`src/rtl/ctrl_xfer_unit.sv`:
```
// Control-transfer resolver beside the PC: decodes JAL/JALR/BRANCH, returns
// redirect and link results during the PC hold cycle, and counts branches.
//
// Ports:
//   CLK, RESET            clock, async active-low reset
//   IP, imem_addr         instruction address in, passed to instruction memory
//   imem_rdata            instruction word (same-cycle read)
//   OP                    opcode to the PC (NOP_OP while resolving)
//   rs1_addr/rs2_addr     register file read addresses
//   rs1_val/rs2_val       register file read data
//   b_taken, up_amt       registered redirect flag and PC offset
//   link_we/rd/data       registered link register write
//   br_cnt, tk_cnt        saturating resolved / taken counters
module ctrl_xfer_unit #(
   parameter int unsigned XLEN   = 32,
   parameter int unsigned CNT_W  = 16,
   parameter logic [6:0]  NOP_OP = 7'b0010011
) (
   input  logic             CLK,
   input  logic             RESET,
   input  logic [XLEN-1:0]  IP,
   output logic [XLEN-1:0]  imem_addr,
   input  logic [31:0]      imem_rdata,
   output logic [6:0]       OP,
   output logic [4:0]       rs1_addr,
   output logic [4:0]       rs2_addr,
   input  logic [XLEN-1:0]  rs1_val,
   input  logic [XLEN-1:0]  rs2_val,
   output logic             b_taken,
   output logic [XLEN-1:0]  up_amt,
   output logic             link_we,
   output logic [4:0]       link_rd,
   output logic [XLEN-1:0]  link_data,
   output logic [CNT_W-1:0] br_cnt,
   output logic [CNT_W-1:0] tk_cnt
);

   localparam logic [6:0] OPC_JAL  = 7'b1101111;
   localparam logic [6:0] OPC_JALR = 7'b1100111;
   localparam logic [6:0] OPC_BR   = 7'b1100011;

   typedef enum logic {RUN, RESOLVE} state_e;

   state_e state_q, state_d;

   logic             b_taken_q, b_taken_d;
   logic [XLEN-1:0]  up_amt_q, up_amt_d;
   logic             link_we_q, link_we_d;
   logic [4:0]       link_rd_q, link_rd_d;
   logic [XLEN-1:0]  link_data_q, link_data_d;
   logic [CNT_W-1:0] br_cnt_q, br_cnt_d;
   logic [CNT_W-1:0] tk_cnt_q, tk_cnt_d;

   logic [31:0]     ins;
   logic [6:0]      op_w;
   logic [2:0]      funct3;
   logic [4:0]      rd;
   logic            is_jal, is_jalr, is_br, is_ctrl;
   logic [XLEN-1:0] imm_j, imm_b, imm_i;
   logic [XLEN-1:0] jalr_tgt;
   logic            eq, lt, ltu;
   logic            res_taken, res_lwe;
   logic [XLEN-1:0] res_up;

   assign ins       = imem_rdata;
   assign imem_addr = IP;
   assign rs1_addr  = ins[19:15];
   assign rs2_addr  = ins[24:20];
   assign funct3    = ins[14:12];
   assign rd        = ins[11:7];

   // Masking the opcode while resolving keeps the held IP from re-triggering.
   assign op_w = (state_q == RUN) ? ins[6:0] : NOP_OP;
   assign OP   = op_w;

   assign is_jal  = (op_w == OPC_JAL);
   assign is_jalr = (op_w == OPC_JALR);
   assign is_br   = (op_w == OPC_BR);
   assign is_ctrl = is_jal | is_jalr | is_br;

   assign imm_j = {{(XLEN-21){ins[31]}}, ins[31], ins[19:12],
                   ins[20], ins[30:21], 1'b0};
   assign imm_b = {{(XLEN-13){ins[31]}}, ins[31], ins[7],
                   ins[30:25], ins[11:8], 1'b0};
   assign imm_i = {{(XLEN-12){ins[31]}}, ins[31:20]};

   assign jalr_tgt = (rs1_val + imm_i) & {{(XLEN-1){1'b1}}, 1'b0};

   assign eq  = (rs1_val == rs2_val);
   assign lt  = ($signed(rs1_val) < $signed(rs2_val));
   assign ltu = (rs1_val < rs2_val);

   always_comb begin
      res_taken = 1'b0;
      res_up    = '0;
      res_lwe   = 1'b0;
      unique case (1'b1)
         is_jal: begin
            res_taken = 1'b1;
            res_up    = imm_j;
            res_lwe   = (rd != 5'd0);
         end
         is_jalr: begin
            res_taken = 1'b1;
            res_up    = jalr_tgt - IP;
            res_lwe   = (rd != 5'd0);
         end
         is_br: begin
            res_up = imm_b;
            case (funct3)
               3'b000:  res_taken = eq;
               3'b001:  res_taken = ~eq;
               3'b100:  res_taken = lt;
               3'b101:  res_taken = ~lt;
               3'b110:  res_taken = ltu;
               3'b111:  res_taken = ~ltu;
               default: res_up    = '0;
            endcase
         end
         default: ;
      endcase
   end

   always_comb begin
      state_d     = state_q;
      b_taken_d   = b_taken_q;
      up_amt_d    = up_amt_q;
      link_we_d   = link_we_q;
      link_rd_d   = link_rd_q;
      link_data_d = link_data_q;
      br_cnt_d    = br_cnt_q;
      tk_cnt_d    = tk_cnt_q;
      unique case (state_q)
         RUN: begin
            if (is_ctrl) begin
               state_d     = RESOLVE;
               b_taken_d   = res_taken;
               up_amt_d    = res_up;
               link_we_d   = res_lwe;
               link_rd_d   = rd;
               link_data_d = IP + XLEN'(4);
               if (br_cnt_q != '1)
                  br_cnt_d = br_cnt_q + CNT_W'(1);
               if (res_taken && (tk_cnt_q != '1))
                  tk_cnt_d = tk_cnt_q + CNT_W'(1);
            end
         end
         RESOLVE: begin
            state_d   = RUN;
            b_taken_d = 1'b0;
            up_amt_d  = '0;
            link_we_d = 1'b0;
         end
         default: state_d = RUN;
      endcase
   end

   always_ff @(posedge CLK or negedge RESET) begin
      if (!RESET) begin
         state_q     <= RUN;
         b_taken_q   <= 1'b0;
         up_amt_q    <= '0;
         link_we_q   <= 1'b0;
         link_rd_q   <= '0;
         link_data_q <= '0;
         br_cnt_q    <= '0;
         tk_cnt_q    <= '0;
      end else begin
         state_q     <= state_d;
         b_taken_q   <= b_taken_d;
         up_amt_q    <= up_amt_d;
         link_we_q   <= link_we_d;
         link_rd_q   <= link_rd_d;
         link_data_q <= link_data_d;
         br_cnt_q    <= br_cnt_d;
         tk_cnt_q    <= tk_cnt_d;
      end
   end

   assign b_taken   = b_taken_q;
   assign up_amt    = up_amt_q;
   assign link_we   = link_we_q;
   assign link_rd   = link_rd_q;
   assign link_data = link_data_q;
   assign br_cnt    = br_cnt_q;
   assign tk_cnt    = tk_cnt_q;

endmodule

```
`config.mk`:
```
export PLATFORM = sky130hd
export DESIGN_NAME = ctrl_xfer_unit
export DESIGN_NICKNAME = d
export VERILOG_FILES = /design/src/rtl/ctrl_xfer_unit.sv
export SDC_FILE = /design/constraint.sdc
export NUM_CORES = 1
export LEC_CHECK = 0
export BUFFER_PORTS_ARGS = -buffer_cell sky130_fd_sc_hd__clkbuf_2
export CAP_MARGIN = 40
export CORE_MARGIN = 3
export CORE_UTILIZATION = 45
export CTS_BUF_LIST = sky130_fd_sc_hd__clkbuf_4
export CTS_CLUSTER_DIAMETER = 100
export DETAILED_ROUTE_END_ITERATION = 16
export PLACE_DENSITY = 0.84
export SKIP_CTS_REPAIR_TIMING = 1
export SLEW_MARGIN = 20
export SYNTH_ARGS = -nofsm -noshare
export SYNTH_HDL_FRONTEND = slang
export SYNTH_SLANG_ARGS = --single-unit
```
`constraint.sdc`:
```
create_clock -name CLK -period 4.25 [get_ports CLK]
set_input_delay 0.2125 -clock CLK [delete_from_list [all_inputs] [get_ports CLK]]
set_output_delay 0.2125 -clock CLK [all_outputs]
set_load 0.1 [all_outputs]
```
==> results_dict.tcl <==
set metrics [dict create \
    wl_um 28000 \
    cp-end-kind "register" \
    synth_enable_flop_cells 0 \
    critPathArrivalTime_ns 4.35 \
    gp_congestion 0.922 \
    synth_area_leaders "dfrtp_1, ha_1, xnor2_1, a21oi_1, xor2_1" \
    slowest_stage "fa_1" \
    grt_pass1_vias 8412 \
    rrSetupSlack_ns 1.19 \
    reg2regPathDepth 9 \
    drt-vias-per-instance 5.47 \
    power_frac_comb 0.639 \
    worst_slack_ns 0.298 \
    synth.distinct_cells 75 \
    synth_top_area_cell "dfrtp_1" \
    ys.flop_type "dfrtp_1" \
    min_period_ns 3.95 \
    start_kind "input port" \
    hp-start "imem_rdata[30]" \
    synth_top_area_share 0.287 \
    path_class "in -> reg" \
    worstPathCellList "clkbuf_2 > inv_1 > fa_1 > nor2b_1 > o21a_1 > a31o_2 > o22ai_2 > buf_4 > a21oi_1 > nand2_1 > nand2_1 > xor2_1 > ha_1 > a21oi_1 > o21ai_0 > a21o_1 > a22o_1 > a31o_2 > o311a_1 > nor2_1 > o21ai_0 > xnor2_1 > o21ai_0" \
    crit_path_end "up_amt[25]$_DFFE_PN0P_" \
    ir_drop_uv 219 \
    netlist_area_um2 9050 \
    cts_tree "done" \
    grt_max_degree 60 \
    grt_overflow 0 \
    rr_endpoint "up_amt[22]$_DFFE_PN0P_" \
    avgSynthCellArea_um2 8.54 \
    area_growth_pct 23.9 \
    hold_class "in -> reg" \
    clock-skew-final_ns 0.0165 \
    start_util 0.462 \
    clock-root-buffer "clkbuf_4" \
    drive_above_1_share 0.289 \
    finalSetupViolations 0 \
    port-buffer-count 281 \
    synth_common_cells "dfrtp_1, a21oi_1, ha_1" \
    cp_max_fo 3 \
    cp.depth 23 \
    synth-async-reset-ratio 1.00 \
    period_share 0.930 \
    drc 0 \
    clkTransAtPathRegs_ns 0.18 \
    startpoint "imem_rdata[21]" \
    wire_per_inst_um 17.1 \
    die_area_um2 21900 \
    io_pins 282 \
    track_usage 0.244 \
    tightest_slew_ns 0.673 \
    total_power_uw 5130 \
    leakage_uw 0.00583 \
    dp_slack_ns -0.192 \
    htreeDepth 3 \
    yosysWarningCount 0 \
    grt_pass1_wl_um 43300 \
    p_clk_frac 0.107 \
    core-area_um2 19600 \
    clkLatencyLatePin_ns 0.48 \
    post-dp-hpwl_um 23400 \
    yosysSeqAreaShare 0.287 \
    crit_family "compound AO/OA/AOI/OAI gates" \
    cts_buffer_depth 2 \
    ant_nets 0 \
    clock.fmax_mhz 253 \
    switchingPower_uw 3000 \
    outcome "finished clean" \
    critical_path.max_stage_delay_ns 0.43 \
    synthesis.nets 1287 \
    netlist_instances 1060 \
    clock_sinks 104 \
    slew_viol_final 0 \
    finalHoldViolCount 0 \
    die_width_um 148 \
    crit_top_cell "o21ai_0" \
    die_y_um 148 \
    rsz0062_at_grt "no" \
    internal_power_uw 2130 \
    p_seq_frac 0.254 \
    antenna_found_initial 1 \
    firstDrtPassIters 5 \
    drv_cap 0 \
    layout.nets 1597 \
    slew_headroom 0.551 \
    sw_frac_of_total 0.584 \
    powerDensity_nw_per_um2 457 \
    ys_ff_latch 104 \
    vias 8975 \
    crit-reg2reg-launch "state_q$_DFF_PN0_" \
    rows 51 \
    worstPathRequired_ns 4.65 \
    yosysMostFrequentCell "dfrtp_1" \
    cts-buffers-inserted 9 \
    drtIter0Drc 491 \
    timing.critical_path.buf_inv 3 \
]
-- power groups by stage --
stage / registers (µW) / logic (µW) / clock network (µW)
CTS: 1300 / 3260 / 558
detailed placement: 1320 / 3250 / 0
global route: 1320 / 3450 / 603
global placement: 1310 / 3190 / 0
floorplan: 2670 / 1170 / 0
finish: 1300 / 3280 / 549
-- through the flow --
step	utilization	TNS, ns	std cells	hold slack, ns	cell area, µm²
after floorplan	-	0	1060	-0.0831	9050
after global placement	0.554	-0.391	1604	0.421	10800
after detailed placement	0.556	-0.821	1607	0.154	10900
after CTS	0.564	0	1623	-0.417	11000
after global routing	0.573	0	1641	0.000597	11200
final	0.573	0	1641	0.0156	11200
-- kinds of logic (layout without fill, tap and decap cells) --
| group | count (synthesis) | after routing | synth area share |
|---|---|---|---|
| buf+inv | 146 | 461 | 0.0789 |
| xor+xnor | 110 | 110 | 0.106 |
| other cells | 0 | 1 | 0 |
| compound gates | 286 | 286 | 0.203 |
| flops | 104 | 104 | 0.287 |
| simple gates | 305 | 305 | 0.174 |
| mux | 12 | 12 | 0.0149 |
| fa+ha+maj | 97 | 97 | 0.136 |
-- worst min path at each step --
stage                                   to  slack (ns)  depth (start not counted)
floorplan              b_taken$_DFFE_PN0P_       -0.08                          0
global placement     br_cnt[5]$_DFFE_PN0P_        0.42                          1
detailed placement  br_cnt[10]$_DFFE_PN0P_        0.15                          1
CTS                  br_cnt[5]$_DFFE_PN0P_       -0.42                          1
global route        up_amt[10]$_DFFE_PN0P_      0.0006                          3
finish              up_amt[10]$_DFFE_PN0P_        0.02                          3
-- layout by cell type (no fill, tap or decap), types with 36 or more instances in the layout --
master | netlist | final
a21oi_1 | 99 | 99
buf_4 | 42 | 62
clkbuf_2 | 0 | 280
dfrtp_1 | 104 | 104
ha_1 | 95 | 95
inv_1 | 82 | 82
nand2_1 | 59 | 59
nand3_1 | 36 | 36
nor2_1 | 74 | 73
o21ai_0 | 54 | 53
xnor2_1 | 72 | 72
xor2_1 | 38 | 38
-- per-layer routing --
| metal | wire [µm] | vias up | global-route usage |
|---|---|---|---|
| met5 | 0 | - | 0 |
| li1 | - | 4376 | - |
| met4 | 606 | 0 | 0.0739 |
| met2 | 13500 | 323 | 0.411 |
| met3 | 1800 | 36 | 0.0371 |
| met1 | 12100 | 4240 | 0.327 |
-- state kept, by name, indices dropped and copies added (netlist names) --
register,count
link_we,1
link_rd,5
tk_cnt,16
state_q,1
b_taken,1
up_amt,32
br_cnt,16
link_data,32
-- worst register-to-register path, delay by kind of cell (launching register included) --
| family | cells | cell delay [ns] |
|---|---|---|
| and+or+nand+nor | 4 | 1.15 |
| DFF | 1 | 0.51 |
| AOI/OAI and AO/OA | 4 | 1.15 |
| buffers and inverters | 1 | 0.16 |
-- final cells by class --
type,count,area [µm²]
Antenna cell,1,2.50
Sequential cell,104,2600
Clock buffer,9,67.6
Inverter,84,315
Timing Repair Buffer,361,2080
Fill cell,1732,8370
Clock inverter,7,81.3
Tap cell,265,332
Multi-Input combinational cell,810,5740
(Power assumes the default switching activity.)
